[config.mk]
export PLATFORM = sky130hd
export DESIGN_NAME = div_arbiter
export DESIGN_NICKNAME = d
export VERILOG_FILES = /design/src/rtl/div_arb_pkg.sv /design/src/rtl/DividerFixedPoint.sv /design/src/rtl/rr_arbiter.sv /design/src/rtl/div_arbiter.sv
export SDC_FILE = /design/constraint.sdc
export NUM_CORES = 1
export LEC_CHECK = 0
export BUFFER_PORTS_ARGS = -buffer_cell sky130_fd_sc_hd__buf_2
export CORE_ASPECT_RATIO = 2
export CORE_MARGIN = 2
export CORE_UTILIZATION = 44
export CTS_CLUSTER_DIAMETER = 40
export CTS_CLUSTER_SIZE = 12
export DETAILED_ROUTE_END_ITERATION = 10
export SKIP_LAST_GASP = 1
export SYNTH_ARGS = -nofsm -noshare
export SYNTH_HDL_FRONTEND = slang
export SYNTH_SLANG_ARGS = --single-unit
[constraint.sdc]
create_clock -name clk_i -period 46.9 [get_ports clk_i]
set_input_delay 9.38 -clock clk_i [delete_from_list [all_inputs] [get_ports clk_i]]
set_output_delay 9.38 -clock clk_i [all_outputs]
set_load 0.05 [all_outputs]
[src/rtl/div_arb_pkg.sv]
// div_arb_pkg: shared FSM state type and divider latency helper for div_arbiter.
package div_arb_pkg;
    typedef enum logic [1:0] {IDLE, BUSY, DONE} state_e;
    function automatic int div_latency(input int a1, input int a2, input int b1);
        return a1 + a2 + b1;
    endfunction
endpackage

[src/rtl/DividerFixedPoint.sv]
// DividerFixedPoint: fixed-point quotient a/b in the A1.A2 dividend format, registered once.
// A zero divisor yields out_o=0 with div_by_zero_o set; overflowing quotients wrap to AW bits.
module DividerFixedPoint #(
    parameter int A1 = 8,
    parameter int A2 = 8,
    parameter int B1 = 8,
    parameter int B2 = 8,
    parameter bit SIGNED = 1'b0
) (
    input  logic               clk_i,
    input  logic               rst_i,
    input  logic [A1+A2-1:0]   a_i,
    input  logic [B1+B2-1:0]   b_i,
    output logic [A1+A2-1:0]   out_o,
    output logic               div_by_zero_o
);
    localparam int AW = A1 + A2;
    localparam int BW = B1 + B2;
    localparam int NW = AW + B2;
    logic          a_neg, b_neg;
    logic [AW-1:0] a_mag, q_mag, q_d;
    logic [BW-1:0] b_mag;
    logic [NW-1:0] num;
    assign a_neg = SIGNED && a_i[AW-1];
    assign b_neg = SIGNED && b_i[BW-1];
    assign a_mag = a_neg ? -a_i : a_i;
    assign b_mag = b_neg ? -b_i : b_i;
    // Pre-scaling by 2^B2 keeps the quotient in the dividend's fraction format.
    assign num   = NW'(a_mag) << B2;
    assign q_mag = (b_mag == '0) ? '0 : AW'(num / NW'(b_mag));
    assign q_d   = (a_neg ^ b_neg) ? -q_mag : q_mag;
    always_ff @(posedge clk_i or posedge rst_i) begin
        if (rst_i) begin
            out_o         <= '0;
            div_by_zero_o <= 1'b0;
        end else begin
            out_o         <= q_d;
            div_by_zero_o <= b_i == '0;
        end
    end
endmodule

[src/rtl/rr_arbiter.sv]
// rr_arbiter: combinational round-robin pick, highest priority at ptr_i wrapping upward.
module rr_arbiter #(
    parameter int NREQ = 4
) (
    input  logic [NREQ-1:0]         req_i,
    input  logic [$clog2(NREQ)-1:0] ptr_i,
    output logic [NREQ-1:0]         gnt_o,
    output logic [$clog2(NREQ)-1:0] idx_o
);
    localparam int IDW = $clog2(NREQ);
    always_comb begin
        gnt_o = '0;
        idx_o = '0;
        for (int k = NREQ - 1; k >= 0; k--) begin
            if (req_i[(int'(ptr_i) + k) % NREQ]) begin
                gnt_o = '0;
                gnt_o[(int'(ptr_i) + k) % NREQ] = 1'b1;
                idx_o = IDW'((int'(ptr_i) + k) % NREQ);
            end
        end
    end
endmodule

[src/rtl/div_arbiter.sv]
// div_arbiter: round-robin front end sharing one DividerFixedPoint among NREQ requesters.
// Define DIV_ARB_ZERO_BYPASS_EN to answer zero divisors directly without using the divider.
module div_arbiter
    import div_arb_pkg::*;
#(
    parameter int NREQ = 4,
    parameter int A1 = 8,
    parameter int A2 = 8,
    parameter int B1 = 8,
    parameter int B2 = 8,
    parameter bit SIGNED = 1'b0
) (
    input  logic                     clk_i,
    input  logic                     rst_n_i,
    input  logic [NREQ-1:0]          req_valid_i,
    output logic [NREQ-1:0]          req_ready_o,
    input  logic [NREQ*(A1+A2)-1:0]  req_a_i,
    input  logic [NREQ*(B1+B2)-1:0]  req_b_i,
    output logic                     resp_valid_o,
    input  logic                     resp_ready_i,
    output logic [A1+A2-1:0]         resp_out_o,
    output logic                     resp_div_by_zero_o,
    output logic [$clog2(NREQ)-1:0]  resp_id_o,
    output logic                     busy_o
);
    localparam int AW  = A1 + A2;
    localparam int BW  = B1 + B2;
    localparam int IDW = $clog2(NREQ);
    localparam int LAT = div_latency(A1, A2, B1);
    localparam int CW  = $clog2(LAT + 1);
    state_e         state_q, state_d;
    logic [IDW-1:0] ptr_q, ptr_d, id_q, id_d, gnt_idx;
    logic [NREQ-1:0] gnt;
    logic [CW-1:0]  cnt_q, cnt_d;
    logic [AW-1:0]  op_a_q, op_a_d, out_q, out_d, a_sel, div_out;
    logic [BW-1:0]  op_b_q, op_b_d, b_sel;
    logic           dbz_q, dbz_d, div_dbz;
    rr_arbiter #(.NREQ(NREQ)) u_rr (
        .req_i (req_valid_i),
        .ptr_i (ptr_q),
        .gnt_o (gnt),
        .idx_o (gnt_idx)
    );
    DividerFixedPoint #(.A1(A1), .A2(A2), .B1(B1), .B2(B2), .SIGNED(SIGNED)) u_div (
        .clk_i         (clk_i),
        .rst_i         (~rst_n_i),
        .a_i           (op_a_q),
        .b_i           (op_b_q),
        .out_o         (div_out),
        .div_by_zero_o (div_dbz)
    );
    assign a_sel = req_a_i[gnt_idx*AW +: AW];
    assign b_sel = req_b_i[gnt_idx*BW +: BW];
    always_ff @(posedge clk_i or negedge rst_n_i) begin
        if (!rst_n_i) begin
            state_q <= IDLE;
            ptr_q   <= '0;
            id_q    <= '0;
            cnt_q   <= '0;
            op_a_q  <= '0;
            op_b_q  <= '0;
            out_q   <= '0;
            dbz_q   <= 1'b0;
        end else begin
            state_q <= state_d;
            ptr_q   <= ptr_d;
            id_q    <= id_d;
            cnt_q   <= cnt_d;
            op_a_q  <= op_a_d;
            op_b_q  <= op_b_d;
            out_q   <= out_d;
            dbz_q   <= dbz_d;
        end
    end
    always_comb begin
        state_d = state_q;
        ptr_d   = ptr_q;
        id_d    = id_q;
        cnt_d   = cnt_q;
        op_a_d  = op_a_q;
        op_b_d  = op_b_q;
        out_d   = out_q;
        dbz_d   = dbz_q;
        case (state_q)
            IDLE: if (|req_valid_i) begin
                op_a_d  = a_sel;
                op_b_d  = b_sel;
                id_d    = gnt_idx;
                ptr_d   = (gnt_idx == IDW'(NREQ - 1)) ? '0 : gnt_idx + 1'b1;
                cnt_d   = CW'(LAT - 1);
                state_d = BUSY;
`ifdef DIV_ARB_ZERO_BYPASS_EN
                if (b_sel == '0) begin
                    out_d   = '0;
                    dbz_d   = 1'b1;
                    state_d = DONE;
                end
`endif
            end
            BUSY: begin
                cnt_d = cnt_q - 1'b1;
                // Only the final divider output is ever captured.
                if (cnt_q == '0) begin
                    out_d   = div_out;
                    dbz_d   = div_dbz;
                    state_d = DONE;
                end
            end
            DONE: state_d = resp_ready_i ? IDLE : DONE;
            default: state_d = IDLE;
        endcase
    end
    always_comb begin
        req_ready_o  = (state_q == IDLE) ? gnt : '0;
        resp_valid_o = state_q == DONE;
        busy_o       = state_q != IDLE;
    end
    assign resp_out_o         = out_q;
    assign resp_div_by_zero_o = dbz_q;
    assign resp_id_o          = id_q;
endmodule

======== Word-level counts from Yosys, hierarchy flattened ========
Index checks and enable logic that the tools add are counted.
word-level totals
  input port bits ......................... 135
  ROM bits ................................ 0
  memories kept ........................... 0
  latch bits .............................. 0
  memory bits (writable) .................. 0
  flip-flop bits (word level) ............. 77
  word-level logic and storage cells ...... 87
cells by class
  mux-type cells .......................... 36
  divide/modulo/power cells ............... 1
  shift-type cells ........................ 2
  reduce and logical (&&, ||, !) cells .... 17
  add/sub/neg operators ................... 5
  equality and inequality tests ........... 5
  magnitude comparators ................... 8
  multipliers ............................. 0
  bitwise gates (word level) .............. 3
operators with widths
  kind                                                        count
  indexed part select 64 x 7 -> 16 bit                        2
  divider 24 x 16 -> 24 bit                                   1
  2-to-1 mux 4 bit                                            5
  logical NOT 16 bit                                          1
  2-to-1 mux 16 bit                                           1
  2-to-1 mux 2 bit                                            8
  less-than comparator 3 x 4 -> 1 bit, second input constant  3
  2-to-1 mux 1 bit                                            11
  case mux 5 bit (2 select lines)                             1
  >= comparator 3 x 1 -> 1 bit, second input constant         3
  binary-select mux 1 bit (select 2 bit)                      4
  demux 1 bit (select 2 bit)                                  4
  AND reduction 2 bit                                         4
  case mux 2 bit (3 select lines)                             1
  OR reduction 2 bit                                          3
  logical NOT 5 bit                                           1
  2-to-1 mux 5 bit                                            1
  subtractor 5 x 1 -> 5 bit, second input constant            1
  adder 2 x 1 -> 2 bit, second input constant                 2
  adder 2 bit, second input constant                          2
  == test 2 bit, second input constant                        2
  logical AND 1 bit                                           4
  inequality test 2 bit, second input constant                2
  nonzero test 2 bit                                          2
  other kinds (6)                                             8

======== Logic depth before layout (Yosys ltp) ========
Gate-level depths: netlist of the first run.
  depth in word-level cells ............... 12
  depth in mapped cells ................... 264
  depth with buffers taken out ............ 242

======== By module ========
From an unflattened synthesis of the first run, not the netlist that was laid out.
second synthesis, totals
  cells, all modules ...................... 2402
  area total of the unflattened synthesis .. 19010.7 um2
by module, submodules not included
  module             area each (um2)  sequential area each (um2)  cells an instance  instances
  DividerFixedPoint  15268.4          425.4                       2145               1
  div_arbiter        3251.9           1501.4                      197                1
  rr_arbiter         490.5            0.0                         60                 1

======== Worst setup path after synthesis of the first run ========
No wires, ideal clock.
  kind .................................... flip-flop to flip-flop
  from .................................... register op_b_q[0]
  to ...................................... register u_div.out_o[0]
  arrival time ............................ 51.357 ns
  slack ................................... -4.588 ns
  buffers on the path ..................... 28
  stages on the path, launching flop included .. 249
  cell sequence ........................... dfrtp_1 -> clkbuf_1 -> clkinv_1 -> ha_1 -> and3_1 -> nor2_1 -> ha_1 -> or4b_2 -> nand2_1 -> a31oi_1 -> ha_1 -> o211ai_1 -> a21oi_1 -> nand2_1 -> nor2_1 -> a21oi_1 -> ha_1 -> o21ai_0 -> [213 not listed] -> inv_1 -> nor3b_1 -> nand4_1 -> a2111o_1 -> buf_6 -> mux2_4 -> ha_1 -> a21oi_1 -> nor2b_1 -> o21ai_0 -> nand2b_1 -> a21oi_1 -> nor2b_1 -> o21ai_0 -> nand2b_1 -> a2111oi_0 -> and4_1 -> a31oi_1
between the ends
  longest elaborated chain between the ends .. 2
  elaborated cells between the ends (all ways) .. 3
RTL lines
  element                                                                 line                     RTL
  start, declared                                                         div_arbiter.sv:36        logic [BW-1:0] op_b_q, op_b_d, b_sel;
  start signal, assigned                                                  div_arbiter.sv:70        op_b_q <= op_b_d;
  divider 24 x 16 -> 24 bit / logical NOT 16 bit (equally long branches)  DividerFixedPoint.sv:30  assign q_mag = (b_mag == '0) ? '0 : AW'(num / NW'(b_mag));
  2-to-1 mux 16 bit *                                                     DividerFixedPoint.sv:30
  net u_div.q_d[0]                                                        DividerFixedPoint.sv:21  logic [AW-1:0] a_mag, q_mag, q_d;
  end signal, assigned                                                    DividerFixedPoint.sv:37  out_o <= q_d;
  end, declared                                                           DividerFixedPoint.sv:14  output logic [A1+A2-1:0] out_o,
Mark *: on every way through the listed nets, which the timed path passes. The rest lies on a longest branch.
A chain may end at the register's enable or synchronous reset.

======== Final worst setup path of the first run ========
  from .................................... register op_b_q[3]
  to ...................................... register u_div.out_o[0]
The elaborated chain is that of the path after synthesis.

==> results of run 1 <==
[repair_timing]
action,CTS,global route
endpoints found under the setup margin,2,2
setup buffers,25,75
pin swaps,39,162
resized for setup,85,295
gates cloned,0,2
[per-stage QoR]
stage	util, %	instance area [µm²]	worst slack (ns)	TNS [ns]	hold WS (ns)
2_1_floorplan	-	19560	0.02121	0	0.4556
3_3_place_gp	56.43	24400	-1.311	-1.311	0.4598
3_5_place_dp	56.43	24400	-1.877	-1.897	0.4676
4_1_cts	58.47	25280	0.001091	0	0.4788
5_1_grt	63.15	27310	-0.6401	-0.6401	0.5002
6_report	63.16	27310	1.102	0	0.4776
[cell usage after synthesis (17+ instances only)]
cell type	number
nand2b_1	37
nor2_1	226
and3_1	28
inv_1	74
ha_1	267
a31oi_1	26
and2_1	22
nor3_1	79
nand2_1	359
dfrtp_1	77
xnor2_1	100
clkbuf_1	86
xor2_1	61
o21ai_0	167
mux2_2	91
or3_1	33
nand4_1	34
nand3_1	77
a21o_1	80
o31ai_1	26
o21a_1	72
mux2i_1	22
a211o_1	17
or2_2	23
a211oi_1	22
nor2b_1	30
a21oi_1	193
o211ai_1	48
[sequential cells by signal, indices dropped and copies added (netlist names)]
name,count
ptr_q,2
u_div.out_o,16
resp_out_o,16
u_div.div_by_zero_o,1
state_q,2
cnt_q,5
op_a_q,16
resp_id_o,2
op_b_q,16
resp_div_by_zero_o,1
[layer usage]
layer	vias up	global-route usage (%)
met4	4	35.36
met3	466	6.104
met5	-	0
li1	11230	-
met2	884	69.10
met1	11290	31.43
[worst max-delay path by stage]
stage,startpoint,to,depth (start not counted)
after global placement,op_b_q[13]$_DFFE_PN0P_,u_div.out_o[0]$_DFF_PN0_,231
after CTS,op_b_q[13]$_DFFE_PN0P_,u_div.out_o[0]$_DFF_PN0_,238
after floorplan,op_b_q[15]$_DFFE_PN0P_,u_div.out_o[0]$_DFF_PN0_,242
final,op_b_q[3]$_DFFE_PN0P_,u_div.out_o[0]$_DFF_PN0_,234
after detailed placement,op_b_q[13]$_DFFE_PN0P_,u_div.out_o[0]$_DFF_PN0_,230
after global routing,op_b_q[12]$_DFFE_PN0P_,u_div.out_o[0]$_DFF_PN0_,238
[worst register-to-register path, delay by kind of cell (launching register included)]
family,cells,cell delay [ns]
DFF,1,0.38
xor gates and xnor gates,2,0.39
and+or+nand+nor,54,9.26
adders and majority gates,23,6.61
buffers and inverters,24,3.66
AOI/OAI and AO/OA,123,23.26
muxes,8,2.05
[cell type report]
class / count / share of cell area [%]
antenna: 8 / 0.07330
clock buffer: 9 / 0.8246
clock inverter: 7 / 0.2291
inverter: 75 / 1.049
multi-input combinational: 2399 / 68.08
sequential: 77 / 7.073
tap: 550 / 2.520
timing repair buffer: 771 / 20.15
[cell usage in the layout (no fill, tap or decap), drive strengths merged, types with 9 or more instances in the layout]
| master | instances |
|---|---|
| clkbuf | 9 |
| mux2i | 23 |
| o211ai | 48 |
| o31a | 10 |
| dfrtp | 77 |
| a31oi | 26 |
| nor3 | 80 |
| or2 | 24 |
| nand3 | 77 |
| o31ai | 27 |
| inv | 78 |
| a21o | 81 |
| xnor2 | 100 |
| and4 | 9 |
| and3 | 28 |
| o21ai | 179 |
| a21boi | 16 |
| a211oi | 23 |
| nand2 | 359 |
| nor2 | 226 |
| xor2 | 61 |
| and2 | 23 |
| a211o | 17 |
| nor2b | 30 |
| nand2b | 37 |
| nor4 | 19 |
| ha | 267 |
| o22ai | 12 |
| mux2 | 98 |
| buf | 771 |
| nand3b | 10 |
| or4 | 9 |
| o21bai | 15 |
| o21a | 72 |
| a21oi | 193 |
| or3 | 33 |
| nand4 | 34 |
[kinds of logic (layout without fill, tap and decap cells)]
logic type / Yosys count / after routing / synth area share, %
AOI/OAI and AO/OA: 826 / 827 / 28.81
xor gates and xnor gates: 161 / 161 / 7.354
adders and majority gates: 268 / 268 / 17.53
buffers and inverters: 177 / 862 / 3.556
DFF: 77 / 77 / 10.05
muxes: 123 / 123 / 7.327
other: 0 / 8 / 0
and+or+nand+nor: 1020 / 1020 / 25.38
==> flow_metrics.env, run 1 <==
export IMPL_final_min_clock_period_ns=45.80
export IMPL_cap_violations=0
export IMPL_grt_pass1_wl_um=127500
export IMPL_slowest_delay_ns=0.45
export IMPL_fin_cells=3896
export IMPL_rows=108
export IMPL_post_drt_via_cell_ratio=6.128
export IMPL_crit_top_cell="a21o_1"
export IMPL_rr_startpoint="op_b_q[3]$_DFFE_PN0P_"
export IMPL_synthTopCellsByArea="ha_1 17%, dfrtp_1 10%, nand2_1 7.0%, mux2_2 5.3%, a21oi_1 5.0%"
export IMPL_postSynthCellCount=2652
export IMPL_drt_iter0_markers=1241
export IMPL_finalCritPeriodShare_pct=97.65
export IMPL_hold_start="u_div.out_o[7]$_DFF_PN0_"
export IMPL_clock_sinks=77
export IMPL_end_kind="flip-flop"
export IMPL_dieArea_mm2=0.04537
export IMPL_routedWlPerCell_um=22.67
export IMPL_crit_fanout=9
export IMPL_clk_transition_reported_paths_ns=0.07
export IMPL_cts_tree="built"
export IMPL_dr_pass1_iters=6
export IMPL_slew_headroom_pct=13.99
export IMPL_dieWidth_um=151.6
export IMPL_multi_input_area_mm2=0.01859
export IMPL_yosysSeqAreaShare_pct=10.05
export IMPL_synth_top_cell_by_area="ha_1"
export IMPL_initial_utilization_pct=44.35
export IMPL_critical_path_class="reg -> reg"
export IMPL_crit_family="compound AO/OA/AOI/OAI gates"
export IMPL_synthArstFlopShare_pct=100.0
export IMPL_hold_buffers=0
export IMPL_synth_top_cell_area_share_pct=17.42
export IMPL_m1WireLength_um=27870
export IMPL_dp_cells=3770
export IMPL_start_kind="flip-flop"
export IMPL_cts_max_level=3
export IMPL_chipHeight_um=299.2
export IMPL_fp_coreArea_mm2=0.04324
export IMPL_slew_viol_final=0
export IMPL_grt_pass1_vias=23950
export IMPL_drt_total_wl_um=88340
export IMPL_io_buffers=159
export IMPL_cp_slowest_cell="a2111o_1"
export IMPL_timing_fmax_mhz=21.83
export IMPL_synth_ff_type="dfrtp_1"
export IMPL_syn_avg_cell_area_um2=7.231
export IMPL_hold_path_class="reg -> reg"
export IMPL_clock_insertion_delay_worst_skew_ns=0.36
export IMPL_worstPathArrival_ns=46.00
export IMPL_finalSetupViolCount=0
export IMPL_met3_length_um=4343
export IMPL_layout_nets=3736
export IMPL_highest_layer="met5"
export IMPL_seq_area_mm2=0.001932
export IMPL_drive_gt1_share_pct=37.57
export IMPL_rr_worst_depth=234
export IMPL_worstHoldEndpoint="resp_out_o[7]$_DFFE_PN0P_"
export IMPL_place_gp_congestion=1.021
export IMPL_place_hpwl_um=67970
export IMPL_path_buf_inv=24
export IMPL_synth_edf_count=0
export IMPL_overflow=0
export IMPL_holdPathStages=1
export IMPL_antenna_found_initial=12
export IMPL_report_final_hold_viol_count=0
export IMPL_clk_path_buf_depth=2
export IMPL_root_buffer="clkbuf_16"
export IMPL_vias=23870
export IMPL_area_growth_pct=42.42
export IMPL_regToRegSetupSlack_ns=1.10
export IMPL_syn_area_mm2=0.01918
export IMPL_numCtsBuffers=9
export IMPL_drc=0
export IMPL_io_pins=160
export IMPL_ys_types=100
export IMPL_timing_rr_end="u_div.out_o[0]$_DFF_PN0_"
export IMPL_grt_usage_pct=36.84
export IMPL_worst_slew_pin_slew_ns=1.290
export IMPL_synth_seq_cells=77
export IMPL_antenna_left=0
export IMPL_synth_warning_count=0
export IMPL_grt_start_max_net_pins=78
export IMPL_synth_fp_nets=3055
export IMPL_cp_required_ns=47.10
export IMPL_fillers=3988
export IMPL_met2_length_um=46210
export IMPL_finClkSkew_ns=0.01354
export IMPL_status="finished, final reports clean"
Power of run 1 is not shown: default switching activity piles up to over one toggle a cycle in this logic, so the estimate is an artifact.
==> run 2: changes to the inputs <==
--- a/config.mk
+++ b/config.mk
@@ -9,10 +9,12 @@
 export CORE_ASPECT_RATIO = 2
 export CORE_MARGIN = 2
 export CORE_UTILIZATION = 44
+export CTS_BUF_LIST = sky130_fd_sc_hd__clkbuf_16
 export CTS_CLUSTER_DIAMETER = 40
 export CTS_CLUSTER_SIZE = 12
 export DETAILED_ROUTE_END_ITERATION = 10
 export SKIP_LAST_GASP = 1
 export SYNTH_ARGS = -nofsm -noshare
 export SYNTH_HDL_FRONTEND = slang
+export SYNTH_HIERARCHICAL = 1
 export SYNTH_SLANG_ARGS = --single-unit
==> flow_metrics.env, run 2 <==
export IMPL_status="finished, final reports clean"
export IMPL_hold_start="u_div/out_o[13]$_DFF_PP0_"
export IMPL_synth_fp_nets=2805
export IMPL_dr_pass1_iters=5
export IMPL_syn_area_mm2=0.01901
export IMPL_grt_busiest_layer="met2"
export IMPL_drc=0
export IMPL_io_buffers=159
export IMPL_cp_slowest_cell="or4_1"
export IMPL_fp_coreArea_mm2=0.04257
export IMPL_synth_top_cells_by_count="267 x ha_1, 239 x nor2_1, 175 x a21oi_1"
export IMPL_critical_path_class="reg -> reg"
export IMPL_slowest_delay_ns=0.59
export IMPL_hold_ws_ns=0.4596
export IMPL_met3_usage_pct=5.559
export IMPL_postSynthCellCount=2402
export IMPL_grt_start_max_net_pins=36
export IMPL_timing_rr_end="u_div/out_o[0]$_DFF_PP0_"
export IMPL_synth_ff_type="dfrtp_1"
export IMPL_worstPathArrival_ns=45.66
export IMPL_layout_nets=3199
export IMPL_cap_violations=0
export IMPL_cts_tree="built"
export IMPL_antenna_found_initial=8
export IMPL_worst_slew_pin_slew_ns=1.166
export IMPL_post_drt_via_cell_ratio=6.358
export IMPL_clk_transition_reported_paths_ns=0.06
export IMPL_path_buf_inv=17
export IMPL_synth_top_cell_by_area="ha_1"
export IMPL_yosysSeqAreaShare_pct=10.14
export IMPL_grt_usage_pct=33.62
export IMPL_overflow=0
export IMPL_crit_top_cell="a21o_1"
export IMPL_final_cell_mix="277 x buf_4, 214 x nor2_1, 213 x ha_1"
export IMPL_place_gp_congestion=0.9810
export IMPL_finalSetupViolCount=0
export IMPL_cts_max_level=3
export IMPL_slew_viol_final=0
export IMPL_rr_startpoint="op_b_q[13]$_DFFE_PN0P_"
export IMPL_holdPathStages=1
export IMPL_antenna_left=0
export IMPL_clock_sinks=77
export IMPL_crit_family="compound AO/OA/AOI/OAI gates"
export IMPL_initial_utilization_pct=44.65
export IMPL_hold_path_class="reg -> reg"
export IMPL_final_common_cell="buf_4"
export IMPL_numCtsBuffers=9
export IMPL_synthArstFlopShare_pct=100.0
export IMPL_yosys_cell_count_top_type="ha_1"
export IMPL_cp_required_ns=47.13
export IMPL_crit_fanout=8
export IMPL_rows=107
export IMPL_end_kind="flip-flop"
export IMPL_use_met2_pct=62.46
export IMPL_root_buffer="clkbuf_16"
export IMPL_place_hpwl_um=61320
export IMPL_startpoint="op_b_q[13]$_DFFE_PN0P_"
export IMPL_worstHoldEndpoint="resp_out_o[13]$_DFFE_PN0P_"
export IMPL_syn_avg_cell_area_um2=7.915
export IMPL_chipHeight_um=298.0
export IMPL_synthTopCellsByArea="ha_1 18%, dfrtp_1 10%, xnor2_1 5.1%, nor2_1 4.7%, a21oi_1 4.6%"
export IMPL_grtUsageMet1_pct=30.20
export IMPL_rr_worst_depth=235
export IMPL_clock_insertion_delay_worst_skew_ns=0.36
export IMPL_timing_fmax_mhz=22.01
export IMPL_routedWlPerCell_um=24.00
export IMPL_clk_path_buf_depth=2
export IMPL_final_min_clock_period_ns=45.43
export IMPL_ys_types=112
export IMPL_dieArea_mm2=0.04499
export IMPL_synth_top_cell_area_share_pct=17.57
export IMPL_drive_gt1_share_pct=33.92
export IMPL_drt_iter0_markers=1032
export IMPL_grt_pass1_wl_um=116100
export IMPL_regToRegSetupSlack_ns=1.47
export IMPL_report_final_hold_viol_count=0
export IMPL_synth_seq_cells=77
export IMPL_area_growth_pct=30.22
export IMPL_synth_edf_count=0
export IMPL_finClkSkew_ns=0.01033
export IMPL_start_kind="flip-flop"
export IMPL_dieWidth_um=151.0
export IMPL_io_pins=160
export IMPL_grt_pass1_vias=21250
export IMPL_finalCritPeriodShare_pct=96.86
export IMPL_drt_total_wl_um=80440
export IMPL_slew_headroom_pct=22.00
export IMPL_synth_warning_count=6
export IMPL_vias=21300
[run 2: cell families (layout without fill, tap and decap cells)]
group,count (synthesis),count (layout),synth area share [%]
other,0,5,0
xor gates and xnor gates,157,157,7.273
and+or+nand+nor,798,798,21.21
buffers and inverters,168,565,3.699
muxes,177,177,13.00
DFF,77,77,10.14
adders and majority gates,268,268,17.68
AOI/OAI and AO/OA,757,759,27.01
[run 2: worst max path at each step]
stage | cells past startpoint | slack, ns | end
floorplan | 251 | 0.009 | u_div/out_o[0]$_DFF_PP0_
global placement | 234 | -0.83 | u_div/out_o[0]$_DFF_PP0_
detailed placement | 234 | -1.29 | u_div/out_o[0]$_DFF_PP0_
CTS | 236 | 0.03 | u_div/out_o[0]$_DFF_PP0_
global route | 241 | -0.75 | u_div/out_o[0]$_DFF_PP0_
finish | 235 | 1.47 | u_div/out_o[0]$_DFF_PP0_
[run 2: stage by stage]
stage	utilization, %	TNS, ns	cells	area, µm²	setup WS (ns)
2_1_floorplan	-	0	2402	19270	0.008733
3_3_place_gp	51.25	-0.8264	3222	21820	-0.8264
3_5_place_dp	51.25	-1.290	3222	21820	-1.290
4_1_cts	52.50	0	3249	22350	0.03331
5_1_grt	58.13	-0.7541	3348	24750	-0.7541
6_report	58.15	0	3351	24760	1.471
[run 2: worst register-to-register path: cells and delay by family, from the launching register on]
family / cells / cell delay [ns]
AO/OA/AOI/OAI: 128 / 23.05
AND/OR/NAND/NOR: 62 / 10.72
adder cells (fa/ha/maj): 23 / 6.89
buffers and inverters: 17 / 2.60
multiplexers: 5 / 1.61
flip-flops: 1 / 0.42
[run 2: cell type report]
class / count / area [µm²]
fillers: 3991 / 17820
diodes: 5 / 12.51
multi-input cells: 2159 / 18310
well taps: 545 / 681.9
clock inverters: 7 / 81.33
clock buffers: 9 / 225.2
flip-flops and latches: 77 / 1928
repair buffers: 457 / 3169
inverters: 92 / 345.3
[run 2: repair_timing]
action / in CTS / in global routing
endpoints found under the hold margin: 0 / 0
resized for setup: 40 / 327
cloned: 0 / 4
endpoints found under the setup margin: 1 / 2
pin swaps: 9 / 151
hold buffers: 0 / 0
buffers inserted: 11 / 93
[run 2: metal layers]
metal  share of wire [%]  routed length [µm]
met1                  32               25700
met4                  11                8703
met2                  52               41830
met3                 5.2                4165
met5               0.052                  42
Power of run 2 is left out for the same reason.
